<file path="config.mk">
export PLATFORM = sky130hd
export DESIGN_NAME = dqn_predictor_bank
export DESIGN_NICKNAME = d
export VERILOG_FILES = /design/src/rtl/dqn_predictor_bank.sv
export SDC_FILE = /design/constraint.sdc
export NUM_CORES = 1
export LEC_CHECK = 0
export BUFFER_PORTS_ARGS = -buffer_cell sky130_fd_sc_hd__buf_2
export CORE_MARGIN = 5
export CORE_UTILIZATION = 30
export CTS_BUF_LIST = sky130_fd_sc_hd__clkbuf_8 sky130_fd_sc_hd__clkbuf_16
export CTS_CLUSTER_DIAMETER = 50
export DETAILED_ROUTE_END_ITERATION = 7
export GPL_TIMING_DRIVEN = 0
export PLACE_DENSITY = 0.53
export SYNTH_ARGS = -nofsm -noshare
export SYNTH_HDL_FRONTEND = slang
export SYNTH_SLANG_ARGS = --single-unit
</file>
<file path="constraint.sdc">
create_clock -name clk -period 7 [get_ports clk]
set_input_delay 0.35 -clock clk [delete_from_list [all_inputs] [get_ports clk]]
set_output_delay 0.35 -clock clk [all_outputs]
set_load 0.005 [all_outputs]
</file>
<file path="src/rtl/dqn_predictor_bank.sv">
// dqn_predictor_bank: NTAPS-deep DQn delay line plus NTAPS zero-predictor
// coefficients. A start request runs one sweep that updates one coefficient
// per cycle (sign-XOR step, leakage, transition trigger), then shifts the
// delay line and pushes the latched dqn_in into entry 0.
// Optional feature macro: DQNPRED_SAT_EN (clamp BNP and add sat_flag output).
module dqn_predictor_bank #(
  parameter int NTAPS   = 6,
  parameter int DQN_W   = 11,
  parameter int DQ_W    = 16,
  parameter int B_W     = 16,
  parameter int DQN_RST = 32
) (
  input  logic             clk,
  input  logic             reset,
  input  logic             start,
  input  logic [DQ_W-1:0]  dq,
  input  logic [DQN_W-1:0] dqn_in,
  input  logic [1:0]       rate,
  input  logic             tr,
  output logic             busy,
  output logic             done,
  output logic             tap_valid,
  output logic [3:0]       tap_idx,
  output logic [DQN_W-1:0] tap_dqn,
  output logic [B_W-1:0]   tap_b
`ifdef DQNPRED_SAT_EN
  ,
  output logic             sat_flag
`endif
);

  typedef enum logic [1:0] {
    ST_IDLE   = 2'b00,
    ST_UPDATE = 2'b01,
    ST_SHIFT  = 2'b10
  } state_t;

  state_t state_r;
  state_t state_nxt_s;

  logic [DQN_W-1:0] dqn_r [NTAPS];
  logic [B_W-1:0]   b_r   [NTAPS];

  logic [DQ_W-1:0]  dq_lat_r;
  logic [DQN_W-1:0] dqn_in_lat_r;
  logic [1:0]       rate_lat_r;
  logic             tr_lat_r;
  logic [3:0]       idx_r;

  logic [B_W-1:0]   cur_b_s;
  logic [DQN_W-1:0] cur_dqn_s;
  logic             last_tap_s;
  logic             u_s;
  logic             mag_zero_s;
  logic [B_W-1:0]   bnp_s;
  logic [B_W-1:0]   b_new_s;

`ifdef DQNPRED_SAT_EN
  // Clamp bounds and step size at the widened B_W+2 precision.
  localparam logic signed [B_W+1:0] B_MAX   = $signed({3'b000, {(B_W-1){1'b1}}});
  localparam logic signed [B_W+1:0] B_MIN   = $signed({3'b111, {(B_W-1){1'b0}}});
  localparam logic signed [B_W+1:0] UGB_MAG = $signed({{(B_W-6){1'b0}}, 8'h80});
  logic signed [B_W+1:0] b_ext_s;
  logic signed [B_W+1:0] leak_s;
  logic signed [B_W+1:0] ugb_s;
  logic signed [B_W+1:0] bnp_wide_s;
  logic                  sat_s;
`else
  // Wrapping build: modulo 2^B_W arithmetic yields the same low bits as
  // the widened sum, so the datapath stays B_W wide.
  localparam logic signed [B_W-1:0] UGB_MAG = $signed({{(B_W-8){1'b0}}, 8'h80});
  logic signed [B_W-1:0] leak_s;
  logic signed [B_W-1:0] ugb_s;
`endif

  assign last_tap_s = (idx_r == 4'(NTAPS - 1));

  // FSM state register.
  always_ff @(posedge clk) begin
    if (reset) begin
      state_r <= ST_IDLE;
    end else begin
      state_r <= state_nxt_s;
    end
  end

  // FSM next-state logic; start is only honoured from IDLE.
  always_comb begin
    state_nxt_s = state_r;
    case (state_r)
      ST_IDLE: begin
        if (start) begin
          state_nxt_s = ST_UPDATE;
        end else begin
          state_nxt_s = ST_IDLE;
        end
      end
      ST_UPDATE: begin
        if (last_tap_s) begin
          state_nxt_s = ST_SHIFT;
        end else begin
          state_nxt_s = ST_UPDATE;
        end
      end
      ST_SHIFT: state_nxt_s = ST_IDLE;
      default:  state_nxt_s = ST_IDLE;
    endcase
  end

  // Select the coefficient and delay entry addressed by the tap index.
  always_comb begin
    cur_b_s   = '0;
    cur_dqn_s = '0;
    for (int i = 0; i < NTAPS; i++) begin
      cur_b_s   = cur_b_s   | ({B_W{idx_r == 4'(i)}}   & b_r[i]);
      cur_dqn_s = cur_dqn_s | ({DQN_W{idx_r == 4'(i)}} & dqn_r[i]);
    end
  end

  // Coefficient update: leakage, sign-driven step, optional clamp, trigger.
  always_comb begin
    u_s        = dq_lat_r[DQ_W-1] ^ cur_dqn_s[DQN_W-1];
    mag_zero_s = (dq_lat_r[DQ_W-2:0] == '0);
`ifdef DQNPRED_SAT_EN
    b_ext_s = $signed({{2{cur_b_s[B_W-1]}}, cur_b_s});
    if (rate_lat_r == 2'b11) begin
      leak_s = b_ext_s >>> 4'd9;
    end else begin
      leak_s = b_ext_s >>> 4'd8;
    end
    if (mag_zero_s) begin
      ugb_s = '0;
    end else if (u_s) begin
      ugb_s = -UGB_MAG;
    end else begin
      ugb_s = UGB_MAG;
    end
    bnp_wide_s = b_ext_s - leak_s + ugb_s;
    if (bnp_wide_s > B_MAX) begin
      bnp_s = B_MAX[B_W-1:0];
      sat_s = 1'b1;
    end else if (bnp_wide_s < B_MIN) begin
      bnp_s = B_MIN[B_W-1:0];
      sat_s = 1'b1;
    end else begin
      bnp_s = bnp_wide_s[B_W-1:0];
      sat_s = 1'b0;
    end
`else
    if (rate_lat_r == 2'b11) begin
      leak_s = $signed(cur_b_s) >>> 4'd9;
    end else begin
      leak_s = $signed(cur_b_s) >>> 4'd8;
    end
    if (mag_zero_s) begin
      ugb_s = '0;
    end else if (u_s) begin
      ugb_s = -UGB_MAG;
    end else begin
      ugb_s = UGB_MAG;
    end
    bnp_s = cur_b_s - leak_s + ugb_s;
`endif
    if (tr_lat_r) begin
      b_new_s = '0;
    end else begin
      b_new_s = bnp_s;
    end
  end

  // Sweep datapath: input latching, per-tap writeback, shift, outputs.
  always_ff @(posedge clk) begin
    if (reset) begin
      for (int i = 0; i < NTAPS; i++) begin
        dqn_r[i] <= DQN_W'(DQN_RST);
        b_r[i]   <= '0;
      end
      dq_lat_r     <= '0;
      dqn_in_lat_r <= '0;
      rate_lat_r   <= 2'b00;
      tr_lat_r     <= 1'b0;
      idx_r        <= 4'd0;
      busy         <= 1'b0;
      done         <= 1'b0;
      tap_valid    <= 1'b0;
      tap_idx      <= 4'd0;
      tap_dqn      <= '0;
      tap_b        <= '0;
`ifdef DQNPRED_SAT_EN
      sat_flag     <= 1'b0;
`endif
    end else begin
      busy      <= (state_nxt_s != ST_IDLE);
      done      <= (state_r == ST_SHIFT);
      tap_valid <= (state_r == ST_UPDATE);
`ifdef DQNPRED_SAT_EN
      sat_flag  <= (state_r == ST_UPDATE) && sat_s;
`endif
      case (state_r)
        ST_IDLE: begin
          if (start) begin
            dq_lat_r     <= dq;
            dqn_in_lat_r <= dqn_in;
            rate_lat_r   <= rate;
            tr_lat_r     <= tr;
            idx_r        <= 4'd0;
          end
        end
        ST_UPDATE: begin
          for (int i = 0; i < NTAPS; i++) begin
            if (idx_r == 4'(i)) begin
              b_r[i] <= b_new_s;
            end
          end
          tap_idx <= idx_r;
          tap_dqn <= cur_dqn_s;
          tap_b   <= b_new_s;
          idx_r   <= idx_r + 4'd1;
        end
        ST_SHIFT: begin
          dqn_r[0] <= dqn_in_lat_r;
          for (int k = 1; k < NTAPS; k++) begin
            dqn_r[k] <= dqn_r[k-1];
          end
          idx_r <= 4'd0;
        end
        default: begin
          idx_r <= 4'd0;
        end
      endcase
    end
  end

endmodule

</file>
After elaboration in Yosys (flattened, before gate mapping)
Memory sizes are Yosys's and may differ from the RTL's.
Cells that the tools add are included.
{"block": "word_totals", "ff_bits": 70, "ram_bits": 162, "in_bits": 33, "out_inout_bits": 34, "word_cells": 116, "n_memories": 2}
{"name": "b_r", "depth": 6, "word_bits": 16, "read_ports": 6, "rd_ports_with_merged_regs": 0, "write_ports": 6, "line_no": "42", "rtl": "logic [B_W-1:0] b_r [NTAPS];"}
{"name": "dqn_r", "depth": 6, "word_bits": 11, "read_ports": 6, "rd_ports_with_merged_regs": 0, "write_ports": 6, "line_no": "41", "rtl": "logic [DQN_W-1:0] dqn_r [NTAPS];"}
{"block": "classes", "addsub": 3, "n_eq_ne": 9, "muxes": 50, "bitwise": 35, "reduce_logical": 5}
{"operator": "$mux W16", "count": 9}
{"operator": "$and A16 B16 Y16", "count": 6}
{"operator": "$or A16 B16 Y16", "count": 5}
{"operator": "$and A11 B11 Y11", "count": 6}
{"operator": "$mux W11", "count": 6}
{"operator": "$or A11 B11 Y11", "count": 5}
{"operator": "$mux W1", "count": 30}
{"operator": "$add A16 B16 Y16", "count": 1}
{"operator": "$sub A16 B16 Y16", "count": 1}
{"operator": "$logic_not A15 Y1", "count": 1}
{"operator": "$or A1 B1 Y1", "count": 12}
{"operator": "$eq A4 B2 Y1 const B", "count": 2}
{"operator": "$eq A4 B3 Y1 const B", "count": 2}
{"operator": "$pmux W4 S2", "count": 1}
{"operator": "$mux W7", "count": 1}
{"operator": "$add A4 B1 Y4 const B", "count": 1}
{"operator": "$eq A2 B2 Y1 const B", "count": 2}
{"operator": "$eq A4 B1 Y1 const B", "count": 1}
{"operator": "$logic_not A4 Y1", "count": 1}
{"operator": "$mux W4", "count": 1}
{"operator": "$pmux W2 S2", "count": 1}
{"operator": "$eq A2 B1 Y1 const B", "count": 1}
{"operator": "$logic_not A2 Y1", "count": 1}
{"operator": "$mux W2", "count": 1}
{"operator": "other kinds (4)", "count": 4}

Logic depth before layout (Yosys ltp)
{"block": "depth", "ltp_word": 13, "ltp_mapped": 18, "mapped_depth_nobuf": 16}

Worst setup path before layout
OpenSTA, ideal clock, no wires.
{"block": "synth_path", "path_type": "register -> register", "startpoint": "reg idx_r[1]", "endpoint": "mem b_r[1][15] (data pin)", "setup_ps": 272, "arrival_time_ps": 3905, "required_ps": 6728, "setup_slack_ps": 2823, "path_stages_with_launch": 18, "path_buffers": 2, "period_less_slack_ps": 4177, "path_cell_list": "dfxtp_1 -> inv_1 -> ha_1 -> and3b_1 -> buf_2 -> buf_2 -> a22oi_1 -> nand3_1 -> mux2i_1 -> ha_1 -> ha_1 -> fa_1 -> a211oi_1 -> o21ai_1 -> and3_1 -> a211oi_2 -> o21a_1 -> nor4_1"}
{"item": "start, declared", "line_no": "48", "rtl": "logic [3:0] idx_r;"}
{"item": "start signal, assigned", "line_no": "218", "rtl": "idx_r <= idx_r + 4'd1;"}
{"item": "end, declared", "line_no": "42"}

==> results.cfg <==
[status]
outcome = finished, final reports clean

[grt]
grt.total_usage_pct = 15.4
grt_max_degree = 67
grt_remaining_overflow = 0
number_of_global_route_vias_before_repair = 7592
number_of_antenna_violations_at_the_first_check_in_global_routing = 0
first_pass_grt_wire_length_um = 46400

[sta]
timing.max_slew.rel_slack_pct = 38.2
grt_setup_unrepaired = no
finalCritPeriodShare_pct = 75.6
clock-skew-final_ns = 0.0374
tightest_slew_ns = 0.928
timing.final.hold_violations = 0
timing.fmax_ghz = 0.189
final.min_clock_period_ns = 5.29
final_count_of_pins_violating_max_slew = 0
setup_violations = 0
hold_slack_ns = 0.0298
fin_setup_tns_ns = 0

[critical_path]
timing.critical_path.required_ns = 7.26
timing.critical_path.cells = ha_1, and2_1, buf_2, buf_1, a22oi_1, nand3_1, mux2i_1, ha_1, ha_1, fa_1, a211oi_1, o21ai_1, and3_1, or3_1, nand3_1, nor2_1
criticalPathCategory = reg2reg
crit_path_end_kind = register
path_delay_family = simple AND/OR/NAND/NOR gates
path_buf_inv = 2
critPathMaxFanout = 10
path_common_cell = ha_1
critical-path-max-stage-delay_ns = 0.59
critical_path.slowest_cell = buf_1
worst-endpoint-arrival_ns = 5.55
critical_path.startpoint_type = register

[detailed_routing]
detail_route.drc_violations = 0
wire_length_reported_by_the_detailed_router_um = 30400
drt-initial-drc-count = 574
num_vias = 7651
wire_per_inst_um = 20.2
detail_route.vias_per_cell = 5.08
route.antenna.remaining_nets = 0
first_pass_iters = 4

[clock_network]
cts_tree = yes
cts.hold.buffers_added = 0
clock_pin_transition_on_the_worst_setup_and_hold_timing_paths_ns = 0.06
cts_max_level = 1
max-clock-path-buffers = 3
cts-buffers-inserted = 28
clock_latency_ns = 0.56
cts_root_buffer = clkbuf_16
cts_sink_cnt = 232
cts_post_setup_buffers_inserted = 0
cts.repair.resized = 0

[floorplan]
floorplan.io_pins = 67
core-area_um2 = 34500
die_y_um = 196
total_die_area_um2 = 38600
dieWidth_um = 196
placementRows = 68
initial_cell_density_of_the_core_pct = 30.3

[logic_synthesis]
synth_simple_gate_area_share_pct = 17.3
synth_compound_gate_area_share_pct = 13.7
synth-seq-area-share_pct = 60.1
postSynth.topFlopCell = edfxtp_1
synth-xor-area-share_pct = 0.672
synth_nets = 1001
mappedNetlistArea_um2 = 10400
synth.area.mux_share_pct = 0.780
synth_seq_cells = 232
ys_types = 57
synthesis.instances = 934
synth_area_per_cell_um2 = 11.2
yosys.area_share.adder_pct = 4.51
async_flop_share_pct = 0
number_of_enable_type_register_cells_in_the_synthesized_netlist = 162
combinational_family_with_the_most_area_after_synthesis = simple AND/OR/NAND/NOR gates
yosysWarnings = 0

[power]
share_comb_of_total_power_pct = 25.8
p_int_mw = 2.70
seq_power_share_pct = 39.5
peakVddDrop_mv = 0.187
cellPowerDensity_nw_per_um2 = 328
share_of_total_power_consumed_by_net_switching_pct = 32.9
clock_network_fraction_of_design_power_pct = 34.7
power_leakage_nw = 4.66
netSwitchingPower_mw = 1.32

[cells_and_area]
most-common-layout-cells = edfxtp_1 (162), nor2_1 (100), nand2_1 (95)
antenna-diode-count = 0
nets = 1097
final.fill_count = 3502
flow.area_growth_from_synthesis_pct = 17.4
multi_input_combinational_cell_area_um2 = 3870
drive_above_1_share_pct = 13.2
layout.cells.most_common = edfxtp_1
sequential_cell_area_um2 = 6270

[min_path]
hp-class = in2reg

[flow_run]
cap_viol_max_count = 0

[place]
detailed_place_hpwl_um = 20800
place_congestion = 0.793
port-buffer-count = 66
-- power groups by stage --
stage,Clock [mW],Combinational (mW),Sequential [mW]
6_report,1.39,1.04,1.59
5_1_grt,1.48,1.15,1.60
4_1_cts,1.41,1.04,1.59
3_5_place_dp,0,1.04,1.62
3_3_place_gp,0,1.03,1.62
2_1_floorplan,0,0.716,1.61
-- layer usage --
layer,wire length [µm],share of wire [%],global-route usage [%],vias to the layer above
li1,-,-,-,3631
met1,13900,46,21.5,3774
met2,14100,46,25.1,190
met3,1520,5.0,2.38,56
met4,890,2.9,4.29,0
met5,0,0,0,-
-- cells in the mapped netlist, drive strengths merged (2+ instances only) --
cell type | n | area [µm²]
nand2 | 95 | 357
a41oi | 2 | 17.5
dfxtp | 70 | 1400
clkbuf | 41 | 154
edfxtp | 162 | 4860
nand3b | 7 | 52.6
or3 | 8 | 50.1
and3 | 2 | 17.5
or2 | 2 | 12.5
a21o | 15 | 114
o211ai | 5 | 42.5
o311ai | 2 | 17.5
and2 | 65 | 407
fa | 6 | 120
a211o | 4 | 36.3
and4 | 2 | 17.5
nand3 | 29 | 145
nor3 | 33 | 176
nor2 | 100 | 375
nand4 | 6 | 37.5
inv | 10 | 37.5
nand2b | 5 | 31.3
ha | 28 | 350
nor4 | 12 | 81.3
xnor2 | 7 | 61.3
a21oi | 61 | 305
a22oi | 60 | 450
and3b | 2 | 17.5
o21a | 5 | 37.5
a22o | 4 | 35.0
mux2i | 7 | 70.1
o21ai | 19 | 95.1
a221oi | 15 | 131
buf | 23 | 111
nor2b | 2 | 12.5
a211oi | 8 | 77.6
-- worst paths after layout --
check | depth (start not counted) | startpoint | slack, ns | to
worst max-delay path | 16 | idx_r[1] | 1.71 | b_r[0][11]
worst min-delay path | 3 | dqn_in[8] | 0.03 | dqn_in_lat_r[8]
worst max register to register | 16 | idx_r[1] | 1.71 | b_r[0][11]
worst min register to register | 2 | tap_b[13] | 0.45 | tap_b[13]
-- worst min-delay path, cell delays in order --
cell and delay [ns]:
buf_2 0.09, nand2_1 0.05, a21oi_1 0.05
-- cells by family (layout without fill, tap and decap cells) --
group	Yosys count	after routing
multiplexers	8	8
AND/OR/NAND/NOR	372	372
flip-flops	232	232
XOR/XNOR	8	8
buffers and inverters	75	193
adder cells (fa/ha/maj)	34	34
AO/OA/AOI/OAI	205	205
-- through the flow --
stage               setup WS, ns  area, µm²  total power [mW]  utilization, %  std cells
floorplan                   2.82      10400              2.33               -        934
global placement            1.70      11300              2.65            32.9       1455
detailed placement          1.67      11300              2.66            32.9       1455
CTS                         1.63      12300              4.05            35.6       1507
global route                1.31      12300              4.23            35.6       1507
finish                      1.71      12300              4.02            35.6       1507
-- registers in the layout, summed over array words and instances, names as in the netlist --
register and flops:
b_r 96, busy 1, done 1, dq_lat_r 16
dqn_in_lat_r 11, dqn_r 66, idx_r 4, rate_lat_r 2
state_r 2, tap_b 16, tap_dqn 11, tap_idx 4
tap_valid 1, tr_lat_r 1
-- area by class of cell --
class | instances | area share [%]
buffer | 64 | 2.17
clock buffer | 33 | 6.37
clock inverter | 19 | 1.07
inverter | 11 | 0.337
multi-input combinational | 627 | 31.6
sequential | 232 | 51.1
tap | 455 | 4.65
timing repair buffer | 66 | 2.70
Note: power is estimated with default switching activity, not from simulation.
